==> config.mk <==
export PLATFORM = sky130hd
export DESIGN_NAME = mult32x32_ctrl
export DESIGN_NICKNAME = d
export VERILOG_FILES = /design/src/rtl/mult32x32_ctrl.sv
export SDC_FILE = /design/constraint.sdc
export NUM_CORES = 1
export LEC_CHECK = 0
export BUFFER_PORTS_ARGS = -buffer_cell sky130_fd_sc_hd__buf_2
export CAP_MARGIN = 25
export CORE_MARGIN = 1.5
export CORE_UTILIZATION = 33
export CTS_BUF_LIST = sky130_fd_sc_hd__clkbuf_4
export CTS_CLUSTER_DIAMETER = 200
export CTS_CLUSTER_SIZE = 16
export DETAILED_ROUTE_END_ITERATION = 7
export PLACE_DENSITY = 0.88
export SLEW_MARGIN = 5
export SYNTH_ARGS = -nofsm -noshare
export SYNTH_HDL_FRONTEND = slang
export SYNTH_SLANG_ARGS = --single-unit
==> constraint.sdc <==
create_clock -name clk -period 3 [get_ports clk]
set_clock_uncertainty 0.2 [all_clocks]
set_input_delay 0.15 -clock clk [delete_from_list [all_inputs] [get_ports clk]]
set_output_delay 0.15 -clock clk [all_outputs]
set_load 0.02 [all_outputs]
==> src/rtl/mult32x32_ctrl.sv <==
// mult32x32_ctrl: step sequencer for the 32x32 byte-by-halfword multiplier datapath.
// Latency: start accepted in cycle 0, product updates in cycles 1..8, done pulse in cycle 9.
// Handshake: start is taken only when idle; abort cancels a running operation with no done pulse.
//
// Ports:
//   clk, reset            clock; asynchronous active-high reset
//   start_i, abort_i      request / cancel toward the requester
//   a_i, b_i              operand buses (read only by the zero-skip option)
//   busy_o, done_o        status toward the requester
//   a_sel_o, b_sel_o      byte of A / halfword of B for the current partial product
//   shift_sel_o           partial-product shift code (8*code bits), 3'b111 adds nothing
//   upd_prod_o            accumulate shifted partial product into the product register
//   clr_prod_o            clear the product register (only when AUTO_CLEAR=1)
//
// Optional build macro ZERO_SKIP_EN: steps whose selected A byte or B halfword is zero
// are skipped, so the operation takes one cycle per nonzero step.
`timescale 1ns/1ps
module mult32x32_ctrl #(
  parameter bit AUTO_CLEAR = 1'b1
) (
  input  logic        clk,
  input  logic        reset,
  input  logic        start_i,
  input  logic        abort_i,
  input  logic [31:0] a_i,
  input  logic [31:0] b_i,
  output logic        busy_o,
  output logic        done_o,
  output logic [1:0]  a_sel_o,
  output logic        b_sel_o,
  output logic [2:0]  shift_sel_o,
  output logic        upd_prod_o,
  output logic        clr_prod_o
);

  typedef enum logic [1:0] {ST_IDLE, ST_RUN, ST_DONE} state_t;

  state_t      state_q;
  logic [2:0]  k_q;
  logic        busy_q;
  logic        done_q;
  logic [1:0]  a_sel_q;
  logic        b_sel_q;
  logic [2:0]  shift_q;
  logic        upd_q;

  // {found, step}: first step to run after accept, and step to run after k_q
  logic [3:0]  first_step_d;
  logic [3:0]  next_step_d;

  // A byte index contributes 8*a_sel, B halfword index contributes 16*b_sel.
  function automatic logic [2:0] shift_code(input logic [2:0] k);
    return {1'b0, k[1:0]} + {1'b0, k[2], 1'b0};
  endfunction

`ifdef ZERO_SKIP_EN
  // Smallest step >= from whose A byte and B halfword are both nonzero.
  function automatic logic [3:0] find_live(input logic [3:0]  from,
                                           input logic [31:0] a,
                                           input logic [31:0] b);
    logic [3:0] r;
    r = 4'b0000;
    for (int j = 7; j >= 0; j--) begin
      if ((j >= int'(from)) && (a[8*(j%4) +: 8] != 8'd0) && (b[16*(j/4) +: 16] != 16'd0))
        r = {1'b1, 3'(j)};
    end
    return r;
  endfunction

  assign first_step_d = find_live(4'd0, a_i, b_i);
  assign next_step_d  = find_live({1'b0, k_q} + 4'd1, a_i, b_i);
`else
  assign first_step_d = 4'b1000;
  assign next_step_d  = {k_q != 3'd7, k_q + 3'd1};

  // Operand buses only matter for zero-skip.
  logic unused_ab;
  assign unused_ab = ^{a_i, b_i};
`endif

  always_ff @(posedge clk or posedge reset) begin
    if (reset) begin
      state_q <= ST_IDLE;
      k_q     <= 3'd0;
      busy_q  <= 1'b0;
      done_q  <= 1'b0;
      a_sel_q <= 2'd0;
      b_sel_q <= 1'b0;
      shift_q <= 3'b111;
      upd_q   <= 1'b0;
    end else begin
      // Idle encodings unless a step is loaded below.
      busy_q  <= 1'b0;
      done_q  <= 1'b0;
      a_sel_q <= 2'd0;
      b_sel_q <= 1'b0;
      shift_q <= 3'b111;
      upd_q   <= 1'b0;
      case (state_q)
        ST_IDLE: begin
          if (start_i) begin
            if (first_step_d[3]) begin
              state_q <= ST_RUN;
              k_q     <= first_step_d[2:0];
              busy_q  <= 1'b1;
              upd_q   <= 1'b1;
              a_sel_q <= first_step_d[1:0];
              b_sel_q <= first_step_d[2];
              shift_q <= shift_code(first_step_d[2:0]);
            end else begin
              state_q <= ST_DONE;
              k_q     <= 3'd0;
              done_q  <= 1'b1;
            end
          end
        end
        ST_RUN: begin
          if (abort_i) begin
            state_q <= ST_IDLE;
            k_q     <= 3'd0;
          end else if (next_step_d[3]) begin
            k_q     <= next_step_d[2:0];
            busy_q  <= 1'b1;
            upd_q   <= 1'b1;
            a_sel_q <= next_step_d[1:0];
            b_sel_q <= next_step_d[2];
            shift_q <= shift_code(next_step_d[2:0]);
          end else begin
            state_q <= ST_DONE;
            k_q     <= 3'd0;
            done_q  <= 1'b1;
          end
        end
        default: begin
          state_q <= ST_IDLE;
          k_q     <= 3'd0;
        end
      endcase
    end
  end

  assign busy_o      = busy_q;
  assign done_o      = done_q;
  assign a_sel_o     = a_sel_q;
  assign b_sel_o     = b_sel_q;
  assign shift_sel_o = shift_q;
  // An aborted step must not land in the product register, even in its own cycle.
  assign upd_prod_o  = upd_q & ~abort_i;
  // Clear is issued in the accept cycle itself; masked during reset so reset alone never clears.
  assign clr_prod_o  = AUTO_CLEAR & ~reset & start_i & (state_q == ST_IDLE);

endmodule

Yosys cells after proc, flatten, opt, wreduce, memory -nomap -nowiden
Cells that the tools add are included.

Output and inout port bits: 10. Register bits: 13.

Muxes and demuxes: 25. $add $sub $neg: 2. Equality and inequality tests: 4. Bitwise gates (word level): 5. Reduce and logical (&&, ||, !) cells: 2.

Operators by type and width (count): 3-bit two-way mux (6); 2-bit two-way mux (6); 3-bit case mux with 2 select lines (2); 1-bit two-way mux (9); 3-bit != test (second input constant) (2); 2-bit case mux with 2 select lines (1); 2-bit by 2-bit adder with 3-bit output (1); 3-bit by 1-bit adder with 3-bit output (second input constant) (1); 1-bit AND (3); 2-bit by 1-bit equality test with 1-bit output (second input constant) (1); 2-bit zero test (1); 2-bit != test (second input constant) (1); 1-bit inverter (2); 1-bit case mux with 2 select lines (1); 2-bit AND reduction (1).

Logic depth before layout (Yosys ltp)
Depth after elaboration: 5. Mapped depth: 4. Depth with buffers taken out: 4.

Worst setup path after synthesis
No wires, ideal clock.

Path kind: reg2reg. From: register k_q[0]. To: register shift_q[1], in the netlist shift_sel_o[1]. Slack: 1.198 ns. Cell stages (with the launch flop): 5. Period minus slack after synthesis: 1.802 ns. Data required time: 2.723 ns. Setup time: 0.077 ns. Arrival time: 1.525 ns. Path through: dfrtp_1 > ha_1 > ha_1 > or4b_4 > o21a_1.

Longest elaborated chain between the ends: 5. Elaborated cells between the ends (all ways): 6. Those cells by class: add/sub: 2; eq/ne: 1; mux: 3.

RTL lines: from (decl) (line 39) `logic [2:0] k_q;`; from (signal assigned) (line 104) `k_q <= first_step_d[2:0];`; from (signal assigned) (line 122) `k_q <= next_step_d[2:0];`; 3-bit by 1-bit adder with 3-bit output (line 74) `assign next_step_d = {k_q != 3'd7, k_q + 3'd1};`; 2-bit by 2-bit adder with 3-bit output (line 53) `return {1'b0, k[1:0]} + {1'b0, k[2], 1'b0};`; 3-bit two-way mux * (line 121) `end else if (next_step_d[3]) begin`; 3-bit two-way mux * (line 118) `if (abort_i) begin`; 3-bit case mux with 2 select lines * (line 99) `case (state_q)`; to (signal assigned) (line 109) `shift_q <= shift_code(first_step_d[2:0]);`; to (signal assigned) (line 127) `shift_q <= shift_code(next_step_d[2:0]);`; to (decl) (line 44) `logic [2:0] shift_q;`.

Every way passes the cells marked *; elsewhere a longest branch is shown, timed or not. A chain may end at the register's enable or synchronous reset.

Final worst setup path
Same ends and word-level chain as after synthesis.

==> out/summary.txt <==
Hold Crit Start: abort_i
Net Count, Synth: 113
status: complete, no violations
die area: 1940 µm²
crit path time final: 1.89 ns
Max clock buf depth: 2
Cells after Synth: 41
Worst setup startpoint: k_q[0]
clock slew at reported path FFs: 0.08 ns
Synth Area per Inst: 13.5 µm²
vias in the first global route: 359
Synth cell types: 19
IO Port Bufs: 13
leak pwr: 0.358 nW
critical path required time: 3.01 ns
layout cells sized above 1: 39.0%
Peak VDD IR: 0.389 mV
Worst Path Max Fanout: 4
IO Count: 78
Max H-tree Level: 1
final hold slack: 0.0384 ns
initial antenna violation count: 0
n_diodes: 0
cells on worst reg2reg path: 4
DR WL/cell: 12.7 µm
sequential share of the synthesized area: 59.2%
vias per cell: 5.00
Cell Area, Synth: 556 µm²
FP Rows: 14
total CTS buffers: 3
All-Layer GR Usage: 12.5%
Reg2Reg Setup Slack: 1.11 ns
synthesis-stage register bit count: 13
Worst-Skew Late Latency: 0.27 ns
crit share post-route: 62.9%
CTS tree: done
Hold Path Depth: 3
reg-to-reg startpoint: k_q[0]
Placer Congestion: 0.802
clk sinks: 13
drt total wl: 953 µm
largest net degree at the start of global routing: 14
initial drt markers: 5
final hold vios: 0
area delta synth->final: 22.5%
DP Wirelength: 698 µm
Overflow after GRT: 0
worst-margin pin slew: 0.480 ns
Rel. slew slack: 68.0%
Setup TNS Final: 0 ns
# Max-Cap Violations: 0
Vias: 375
# placed instances: 70
warnings from Yosys: 0
# nets final: 132
f_max: 530 MHz
Initial Util: 36.0%
post-route ant nets: 0
Root Buffer: clkbuf_4
Worst Setup Start Kind: flip-flop
DIE WIDTH: 44.0 µm
WHS Endpoint: shift_sel_o[0]
WP data arrival: 1.90 ns
router iterations before antenna repair: 4
Hold WC Path Type: in -> reg
crit end category: flip-flop
Die H: 44.0 µm
DRC viols: 0
PD cells: 594 nW/µm²
global-route wire length before repair: 1680 µm
RSZ-0062 raised after global routing: false
Worst R2R End: shift_sel_o[1]
core area: 1540 µm²
final slew viol count: 0
fin cells: 75
CP Class: reg -> reg
final setup vio count: 0
worst max-delay path: stages (launching register included):
cell     delay [ns]
dfrtp_1        0.42
ha_1           0.26
ha_1           0.22
or4b_4         0.54
o21a_1         0.19
flip-flops by register name, indices dropped and copies added (netlist names):
name,cells
done_o,1
state_q,2
upd_q,1
a_sel_o,2
k_q,3
shift_sel_o,3
b_sel_o,1
layer usage:
metal  up-vias  part of all wire, %  track usage (%)
li1        183                    -                -
met1       174                   45             16.1
met5         -                    0                0
met2        16                   46             17.9
met4         0                  1.4             5.45
met3         2                  7.5             6.12
stage by stage:
step	setup slack, ns	area (µm²)	total power [mW]	utilization, %
after global placement	1.13	641	0.287	41.6
after floorplan	1.20	556	0.265	-
final	1.11	681	0.405	44.2
after detailed placement	1.12	641	0.291	41.6
after CTS	1.10	681	0.412	44.2
after global routing	0.946	681	0.428	44.2
layout by cell type, fill, tap and decap left out, types with 2 or more instances in the layout:
cell       n
buf_2     13
nor3b_1    2
clkbuf_4   4
dfstp_2    3
nor2b_1    2
a22o_1     2
and2_1     4
ha_1       3
dfrtp_1   10
nand2_1    2
nor2_1     2
o21bai_1   2
where the power goes:
| group | internal (mW) | switching, mW | leakage (nW) |
|---|---|---|---|
| Clock | 0.0606 | 0.0571 | 0.0184 |
| Combinational | 0.0341 | 0.0466 | 0.174 |
| Sequential | 0.197 | 0.00922 | 0.165 |
| Total | 0.292 | 0.113 | 0.358 |
timing repair:
item / 4_1_cts / 5_1_grt
gates resized for setup: 0 / 0
endpoints found under the hold margin: 10 / 0
setup buffers: 0 / 0
hold buffers: 1 / 0
cell type report:
class,instances,area [µm²]
Tap cell,16,20.0
Multi-Input combinational cell,27,223
Inverter,1,3.75
Sequential cell,13,329
Fill cell,151,861
Timing Repair Buffer,14,75.1
Clock buffer,4,30.0
logic make-up (layout without fill, tap and decap cells):
kind of cell / after synthesis / count (layout) / synth area share (%)
buffers and inverters: 1 / 19 / 0.675
multiplexers: 1 / 1 / 2.03
adder cells (fa/ha/maj): 4 / 4 / 10.4
AO/OA/AOI/OAI: 5 / 5 / 7.21
AND/OR/NAND/NOR: 17 / 17 / 20.5
flip-flops: 13 / 13 / 59.2
synth_stat cells:
master	count	area, µm²
inv_1	1	3.75
a22o_1	2	17.5
nor4b_1	1	8.76
or3b_2	1	8.76
and2_1	4	25.0
mux2_2	1	11.3
o21bai_1	2	15.0
o21a_1	1	7.51
ha_1	3	37.5
nor2_1	2	7.51
or4b_4	1	13.8
nor3b_1	2	15.0
nand2_1	2	7.51
nor3_1	1	5.00
dfstp_2	3	78.8
nor2b_1	2	12.5
dfrtp_1	10	250
fa_1	1	20.0
nor4bb_1	1	10.0
worst max-delay path by stage:
| stage | endpoint | cells past startpoint |
|---|---|---|
| 6_report | shift_sel_o[1] | 4 |
| 5_1_grt | k_q[0] | 4 |
| 4_1_cts | shift_sel_o[1] | 4 |
| 3_5_place_dp | shift_sel_o[1] | 4 |
| 3_3_place_gp | shift_sel_o[1] | 4 |
| 2_1_floorplan | shift_sel_o[1] | 4 |
No activity file was read; power rests on OpenSTA's default activity.
